[src/rtl/seq_alu.sv]
// Multi-cycle ALU: single-cycle logic/arith/shift ops plus iterative
// radix-2 Booth multiply and non-restoring divide behind a start/busy/done handshake.
module seq_alu #(
  parameter int unsigned WIDTH = 32,
  parameter int unsigned SHW   = $clog2(WIDTH)
) (
  input  logic                 clk,
  input  logic                 rst_n,
  input  logic                 start,
  input  logic [3:0]           op,
  input  logic [WIDTH-1:0]     a,
  input  logic [WIDTH-1:0]     b,
  output logic                 busy,
  output logic                 done,
  output logic [2*WIDTH-1:0]   result,
  output logic                 flag_z,
  output logic                 flag_n,
  output logic                 flag_c,
  output logic                 flag_v,
  output logic                 flag_dbz,
  output logic                 flag_ill
);

  localparam logic [3:0] OP_AND = 4'b0000;
  localparam logic [3:0] OP_OR  = 4'b0001;
  localparam logic [3:0] OP_ADD = 4'b0010;
  localparam logic [3:0] OP_SUB = 4'b0011;
  localparam logic [3:0] OP_SHR = 4'b0100;
  localparam logic [3:0] OP_SHL = 4'b0101;
  localparam logic [3:0] OP_ROR = 4'b0110;
  localparam logic [3:0] OP_ROL = 4'b0111;
  localparam logic [3:0] OP_MUL = 4'b1000;
  localparam logic [3:0] OP_DIV = 4'b1001;
  localparam logic [3:0] OP_NEG = 4'b1010;
  localparam logic [3:0] OP_NOT = 4'b1011;

  typedef enum logic [1:0] {ST_IDLE, ST_ITER, ST_FIX} state_t;

  state_t           state;
  logic [SHW-1:0]   cnt;
  logic             is_div_q;
  logic             dbz_q;
  logic             neg_quo_q;
  logic             neg_rem_q;
  logic [WIDTH:0]   acc_q;
  logic [WIDTH-1:0] q_q;
  logic             qm1_q;
  logic [WIDTH:0]   m_q;

  // Single-cycle result and flag logic
  logic [WIDTH:0]     sum_w;
  logic [WIDTH:0]     diff_w;
  logic [WIDTH-1:0]   neg_b;
  logic [2*WIDTH-1:0] dbl_a;
  logic [SHW-1:0]     amt;
  logic [SHW-1:0]     rol_amt;
  logic [WIDTH-1:0]   sc_lo;
  logic               sc_c;
  logic               sc_v;
  logic               sc_ill;
  logic [WIDTH-1:0]   a_mag;
  logic [WIDTH-1:0]   b_mag;

  always_comb begin
    amt     = b[SHW-1:0];
    rol_amt = ~amt + SHW'(1);
    sum_w   = {1'b0, a} + {1'b0, b};
    diff_w  = {1'b0, a} - {1'b0, b};
    neg_b   = ~b + WIDTH'(1);
    dbl_a   = {a, a};
    a_mag   = a[WIDTH-1] ? (~a + WIDTH'(1)) : a;
    b_mag   = b[WIDTH-1] ? neg_b : b;
    sc_lo   = '0;
    sc_c    = 1'b0;
    sc_v    = 1'b0;
    sc_ill  = 1'b0;
    case (op)
      OP_AND: sc_lo = a & b;
      OP_OR:  sc_lo = a | b;
      OP_ADD: begin
        sc_lo = sum_w[WIDTH-1:0];
        sc_c  = sum_w[WIDTH];
        sc_v  = (a[WIDTH-1] == b[WIDTH-1]) && (sum_w[WIDTH-1] != a[WIDTH-1]);
      end
      OP_SUB: begin
        sc_lo = diff_w[WIDTH-1:0];
        sc_c  = ~diff_w[WIDTH];
        sc_v  = (a[WIDTH-1] != b[WIDTH-1]) && (diff_w[WIDTH-1] != a[WIDTH-1]);
      end
      OP_SHR: sc_lo = a >> amt;
      OP_SHL: sc_lo = a << amt;
      OP_ROR: sc_lo = WIDTH'(dbl_a >> amt);
      OP_ROL: sc_lo = WIDTH'(dbl_a >> rol_amt);
      OP_NEG: begin
        sc_lo = neg_b;
        sc_v  = b[WIDTH-1] && neg_b[WIDTH-1];
      end
      OP_NOT: sc_lo = ~b;
      OP_MUL, OP_DIV: sc_lo = '0;
      default: sc_ill = 1'b1;
    endcase
  end

  // Iterative step datapath: Booth add/sub, non-restoring step, and final fix-up
  logic [WIDTH:0]   booth_t;
  logic [WIDTH:0]   div_sh;
  logic [WIDTH:0]   div_t;
  logic [WIDTH-1:0] rem_fix;
  logic [WIDTH-1:0] quo;
  logic [WIDTH-1:0] rem;

  always_comb begin
    booth_t = acc_q;
    case ({q_q[0], qm1_q})
      2'b01:   booth_t = acc_q + m_q;
      2'b10:   booth_t = acc_q - m_q;
      default: booth_t = acc_q;
    endcase
    div_sh  = {acc_q[WIDTH-1:0], q_q[WIDTH-1]};
    div_t   = acc_q[WIDTH] ? (div_sh + m_q) : (div_sh - m_q);
    rem_fix = acc_q[WIDTH] ? (acc_q[WIDTH-1:0] + m_q[WIDTH-1:0]) : acc_q[WIDTH-1:0];
    quo     = neg_quo_q ? (~q_q + WIDTH'(1)) : q_q;
    rem     = neg_rem_q ? (~rem_fix + WIDTH'(1)) : rem_fix;
  end

  always_ff @(posedge clk or negedge rst_n) begin
    if (!rst_n) begin
      state     <= ST_IDLE;
      cnt       <= '0;
      is_div_q  <= 1'b0;
      dbz_q     <= 1'b0;
      neg_quo_q <= 1'b0;
      neg_rem_q <= 1'b0;
      acc_q     <= '0;
      q_q       <= '0;
      qm1_q     <= 1'b0;
      m_q       <= '0;
      busy      <= 1'b0;
      done      <= 1'b0;
      result    <= '0;
      flag_z    <= 1'b0;
      flag_n    <= 1'b0;
      flag_c    <= 1'b0;
      flag_v    <= 1'b0;
      flag_dbz  <= 1'b0;
      flag_ill  <= 1'b0;
    end else begin
      done <= 1'b0;
      case (state)
        ST_IDLE: begin
          if (start) begin
            if (op == OP_MUL || op == OP_DIV) begin
              busy      <= 1'b1;
              result    <= '0;
              flag_z    <= 1'b0;
              flag_n    <= 1'b0;
              flag_c    <= 1'b0;
              flag_v    <= 1'b0;
              flag_dbz  <= 1'b0;
              flag_ill  <= 1'b0;
              cnt       <= '0;
              acc_q     <= '0;
              qm1_q     <= 1'b0;
              is_div_q  <= (op == OP_DIV);
              neg_quo_q <= a[WIDTH-1] ^ b[WIDTH-1];
              neg_rem_q <= a[WIDTH-1];
              if (op == OP_MUL) begin
                q_q   <= b;
                m_q   <= {a[WIDTH-1], a};
                dbz_q <= 1'b0;
                state <= ST_ITER;
              end else begin
                // Divide by zero keeps raw a in q_q so FIX can return it in HI
                q_q   <= (b == '0) ? a : a_mag;
                m_q   <= {1'b0, b_mag};
                dbz_q <= (b == '0);
                state <= (b == '0) ? ST_FIX : ST_ITER;
              end
            end else begin
              result   <= {{WIDTH{1'b0}}, sc_lo};
              flag_z   <= (sc_lo == '0);
              flag_n   <= sc_lo[WIDTH-1];
              flag_c   <= sc_c;
              flag_v   <= sc_v;
              flag_dbz <= 1'b0;
              flag_ill <= sc_ill;
              done     <= 1'b1;
            end
          end
        end
        ST_ITER: begin
          if (is_div_q) begin
            acc_q <= div_t;
            q_q   <= {q_q[WIDTH-2:0], ~div_t[WIDTH]};
          end else begin
            acc_q <= {booth_t[WIDTH], booth_t[WIDTH:1]};
            q_q   <= {booth_t[0], q_q[WIDTH-1:1]};
            qm1_q <= q_q[0];
          end
          cnt <= cnt + SHW'(1);
          if (cnt == SHW'(WIDTH - 1)) state <= ST_FIX;
        end
        ST_FIX: begin
          busy  <= 1'b0;
          done  <= 1'b1;
          state <= ST_IDLE;
          if (!is_div_q) begin
            result <= {acc_q[WIDTH-1:0], q_q};
            flag_z <= ({acc_q[WIDTH-1:0], q_q} == '0);
            flag_n <= acc_q[WIDTH-1];
          end else if (dbz_q) begin
            result   <= {q_q, {WIDTH{1'b1}}};
            flag_z   <= 1'b0;
            flag_n   <= 1'b1;
            flag_dbz <= 1'b1;
          end else begin
            result <= {rem, quo};
            flag_z <= ({rem, quo} == '0);
            flag_n <= quo[WIDTH-1];
          end
        end
        default: state <= ST_IDLE;
      endcase
    end
  end

endmodule
[config.mk]
export PLATFORM = sky130hd
export DESIGN_NAME = seq_alu
export DESIGN_NICKNAME = d
export VERILOG_FILES = /design/src/rtl/seq_alu.sv
export SDC_FILE = /design/constraint.sdc
export NUM_CORES = 2
export LEC_CHECK = 0
export CORE_MARGIN = 3
export CORE_UTILIZATION = 69
export DETAILED_ROUTE_END_ITERATION = 12
export GPL_TIMING_DRIVEN = 0
export HOLD_SLACK_MARGIN = 0.05
export PLACE_DENSITY_LB_ADDON = 0.25
export SLEW_MARGIN = 20
export SYNTH_ARGS = -nofsm -noshare
export SYNTH_HDL_FRONTEND = slang
export SYNTH_SLANG_ARGS = --single-unit
export TNS_END_PERCENT = 20
[constraint.sdc]
create_clock -name clk -period 9.75 [get_ports clk]
set_clock_uncertainty 0.1 [all_clocks]
set_input_delay 1.95 -clock clk [delete_from_list [all_inputs] [get_ports clk]]
set_output_delay 1.95 -clock clk [all_outputs]
set_load 0.05 [all_outputs]
==> out/results.ini, run 1 <==
[synth]
ys_seq_elements=182
syn_inst=4212
yosysUniqueCellTypes=98
ys.flop_type=dfrtp_1
synth_top_area_share_pct=14.7
synthArstFlopShare_pct=100
avgSynthCellArea_um2=7.34
synth_area_leaders=dfrtp_1 15%, ha_1 8.2%, xnor2_1 5.4%
yosysTopAreaCell=dfrtp_1
yosys_warnings=0
synth_edf_count=0
syn_area_um2=30900
synth_seq_area_share_pct=14.7
synth_fp_nets=4490

[global_routing]
grt_max_degree=105
grt_usage_pct=68.3
grt_pass1_vias=39547
grt_overflow=81
grt_pass1_wl_mm=248

[clock_tree]
cts.sinks=182
cts_post_setup_buffers_inserted=0
postCtsResizedCells=0
cts_max_path_buffers=2
cts_buffers=17
hold_buffers=0
htree_levels=4
clockRootBuffer=clkbuf_16

[outcome]
lastStage=5_1_grt
firstError=[ERROR GRT-0116] Global routing finished with congestion. Check the congestion regions in the DRC Viewer.
status=aborted with a tool error

[floorplan]
start_util_pct=70.8
ios=143
die_w_um=218
rows=76
die_height_um=218

[place]
port_buffers=141
place_inst=4940
gp_congestion=1.50
dp_hpwl_mm=116

==> cells in the mapped netlist (all sizes together), types with 68 or more instances <==
| master | count |
|---|---|
| xnor2 | 189 |
| o22ai | 68 |
| o211ai | 92 |
| mux2i | 114 |
| nand3 | 127 |
| o21ai | 317 |
| ha | 202 |
| nor3 | 124 |
| clkbuf | 310 |
| inv | 138 |
| xor2 | 85 |
| a21oi | 292 |
| nor2 | 372 |
| nand2 | 381 |
| dfrtp | 182 |
| o221ai | 81 |
| a211oi | 87 |
| a21o | 84 |
==> cells by family after synthesis <==
kind of cell	Yosys count	share of synthesized area, %
simple gates	1374	21.4
buf+inv	505	6.24
fa+ha+maj	207	8.50
xor+xnor	274	7.76
compound gates	1458	31.9
mux	212	9.41
flops	182	14.7
==> stage by stage <==
stage | setup WS (ns) | instance area (µm²) | hold slack [ns]
2_1_floorplan | 3.25 | 30900 | 0.369
3_3_place_gp | -0.891 | 33100 | 0.360
3_5_place_dp | 0.397 | 33100 | 0.370
4_1_cts | 0.879 | 33700 | 0.388
==> metal layers <==
metal	GRT overflow	GRT usage [%]
met1	0	71.0
met2	50	85.4
met3	0	51.1
met4	31	64.1
met5	0	15.2
==> inputs of run 2 (changes only) <==
- CORE_UTILIZATION: 69 -> 40
- HOLD_SLACK_MARGIN: 0.05 -> not set
- PLACE_DENSITY_LB_ADDON: 0.25 -> 0.15
==> run 2 against run 1 <==
  * The flow now finishes without violations
  * Synthesized area stayed put
  * Synthesized cell count stayed put
==> out/results.ini, run 2 <==
[routing]
met3_length_mm=21.2
drc=0
top_layer=met5
via_per_inst=7.06
wl_per_cell_um=34.8
postRouteAntennaNets=0
dr_wl_met2_mm=78.8
first_pass_iters=8
wl_mm=189
route.vias.total=38293
m1WireLength_mm=68.7
drt-initial-drc-count=5512

[power]
vdd_drop_max_v=0.000214
total_power_mw=11.3
p_leak_nw=13.4
power.density_nw_per_um2=328

[cells_and_area]
final_cells=5422
fin_nets=4653
top_regs=result x64, acc_q x33, m_q x33
fillers=7959
seq_area_um2=4550
mostFrequentLayoutCells=381 x nand2_1, 372 x nor2_1, 312 x o21ai_0
final_area_um2=34400
syn_to_final_growth_pct=11.3
largest_reg_flops=64
final_util_pct=45.2
layout_commonest_cell=nand2_1
multi_input_area_um2=24500
drive_above_1_share_pct=5.54
regMostFlops=result

[sta]
min_period_ns=9.69
fmax_ghz=0.103
grt_setup_unrepaired=false
finalSetupTns_ns=0
slew_headroom_pct=13.3
maxSlewViolCount=0
hold_viol_final=0
max_slew.worst_pin.slew_ns=1.27
fin_crit_sh_pct=99.3
setup_violations=0
holdWs_ns=0.382
worst_slack_ns=0.0635

[global_routing]
grt_overflow=0
grt_usage_pct=44.8
grt_pass1_wl_mm=264
grt_pass1_vias=34978
antenna_found_initial=9
grt_max_degree=94

[outcome]
status=finished, final reports clean

[synth]
yosysUniqueCellTypes=98  ; unchanged
synth_area_leaders=dfrtp_1 15%, ha_1 8.2%, xnor2_1 5.4%
synth_fp_nets=4490  ; unchanged
synth_top_area_share_pct=14.7  ; unchanged
synth_edf_count=0  ; unchanged
syn_inst=4212  ; unchanged
syn_area_um2=30900  ; unchanged
ys.flop_type=dfrtp_1
synth_common_cells=381 x nand2_1, 372 x nor2_1, 313 x o21ai_0
synthArstFlopShare_pct=100  ; unchanged
yosysMostFrequentCell=nand2_1
synth_seq_area_share_pct=14.7  ; unchanged
yosys_warnings=0  ; unchanged
avgSynthCellArea_um2=7.34  ; unchanged
yosysTopAreaCell=dfrtp_1
ys_seq_elements=182  ; unchanged

[place]
dpl_cell_area_um2=33700  ; +1.8%
place_inst=5386  ; +9.0%
gp_congestion=1.14  ; -24%
port_buffers=141  ; unchanged
dp_hpwl_mm=149  ; +28%
place_ws_ns=0.00873  ; -0.388 ns

[floorplan]
core-area_um2=76200
die_w_um=284  ; +30%
die_height_um=284  ; +30%
start_util_pct=40.6  ; -30 points
ios=143  ; unchanged
dieArea_um2=80700
rows=101  ; +33%

[clock_tree]
cts_max_path_buffers=2  ; unchanged
clockRootBuffer=clkbuf_16
clk_latency_ns=0.48
cts.sinks=182  ; unchanged
clk_pin_slew_ns=0.09
htree_levels=4  ; unchanged
cts_buffers=17  ; unchanged
cts_tree=done
cts_post_setup_buffers_inserted=0  ; unchanged

[run]
maxCapViolCount=0

[critical_path]
cp_data_required_time_ns=10.04
critPathCaptureType=flop
critical_path_class=input port to flop
crit_fanout=12
r2r_setup_slack_ns=1.72
crit_arrival_ns=9.98
startpoint_type=input port

[hold_path]
min_path_type=flop to flop

[run 2: kinds of logic after synthesis]
| logic type | after synthesis | synth area share [%] |
|---|---|---|
| flip-flops | 182 | 14.7 |
| multiplexers | 212 | 9.41 |
| AO/OA/AOI/OAI | 1458 | 31.9 |
| adder cells (fa/ha/maj) | 207 | 8.50 |
| AND/OR/NAND/NOR | 1374 | 21.4 |
| XOR/XNOR | 274 | 7.76 |
| buffers and inverters | 505 | 6.24 |
[run 2: path summary, 6_finish.rpt]
kind                            start    endpoint  depth (start not counted)
min reg2reg                result[55]  result[55]                          2
min                        result[55]  result[55]                          2
min in group asynchronous       rst_n   acc_q[14]                          1
max in group asynchronous       rst_n     q_q[27]                          3
max reg2reg                 acc_q[32]      q_q[0]                         23
max                              b[0]      flag_z                         21
[run 2: where the power goes]
part	total (mW)	internal [mW]	switching, mW	leakage [nW]
Clock	0.774	0.359	0.414	0.305
Sequential	1.66	1.05	0.618	2.36
Combinational	8.84	3.19	5.66	10.7
Total	11.3	4.59	6.69	13.4
[run 2: cell type report]
| type | instances | share of cell area, % |
|---|---|---|
| antenna | 4 | 0.0291 |
| buffer | 364 | 4.09 |
| tap | 1030 | 3.74 |
| multi-input combinational | 3525 | 71.2 |
| clock inverter | 15 | 0.614 |
| inverter | 141 | 1.54 |
| sequential | 182 | 13.2 |
| clock buffer | 17 | 1.24 |
| timing repair buffer | 144 | 4.30 |
[run 2: worst max-delay path, cell delays in order]
cell and delay, ns:
clkdlybuf4s50_1 0.47, buf_2 0.23, inv_2 0.22, buf_1 0.45, buf_1 0.88, ha_1 0.28
clkbuf_1 0.37, inv_1 0.17, a21oi_1 0.39, nor2_1 0.20, clkbuf_1 0.34, mux4_2 0.49
mux4_2 0.56, a211o_1 0.31, a21oi_1 0.67, o21ai_0 0.61, nor4_1 0.40, nand4b_1 0.15
nor4b_1 0.28, nand3_1 0.33, o311ai_2 0.19
[run 2: repair_timing]
action / CTS / global route
hold buffers: 0 / 0
endpoints found under the setup margin: 0 / 1
resized for setup: 0 / 2
[run 2: per-layer routing]
layer / vias up / track usage [%]
li1: 16170 / -
met1: 18308 / 53.7
met2: 2936 / 67.8
met3: 866 / 11.5
met4: 13 / 36.2
met5: - / 0.476
(Power assumes the default switching activity.)
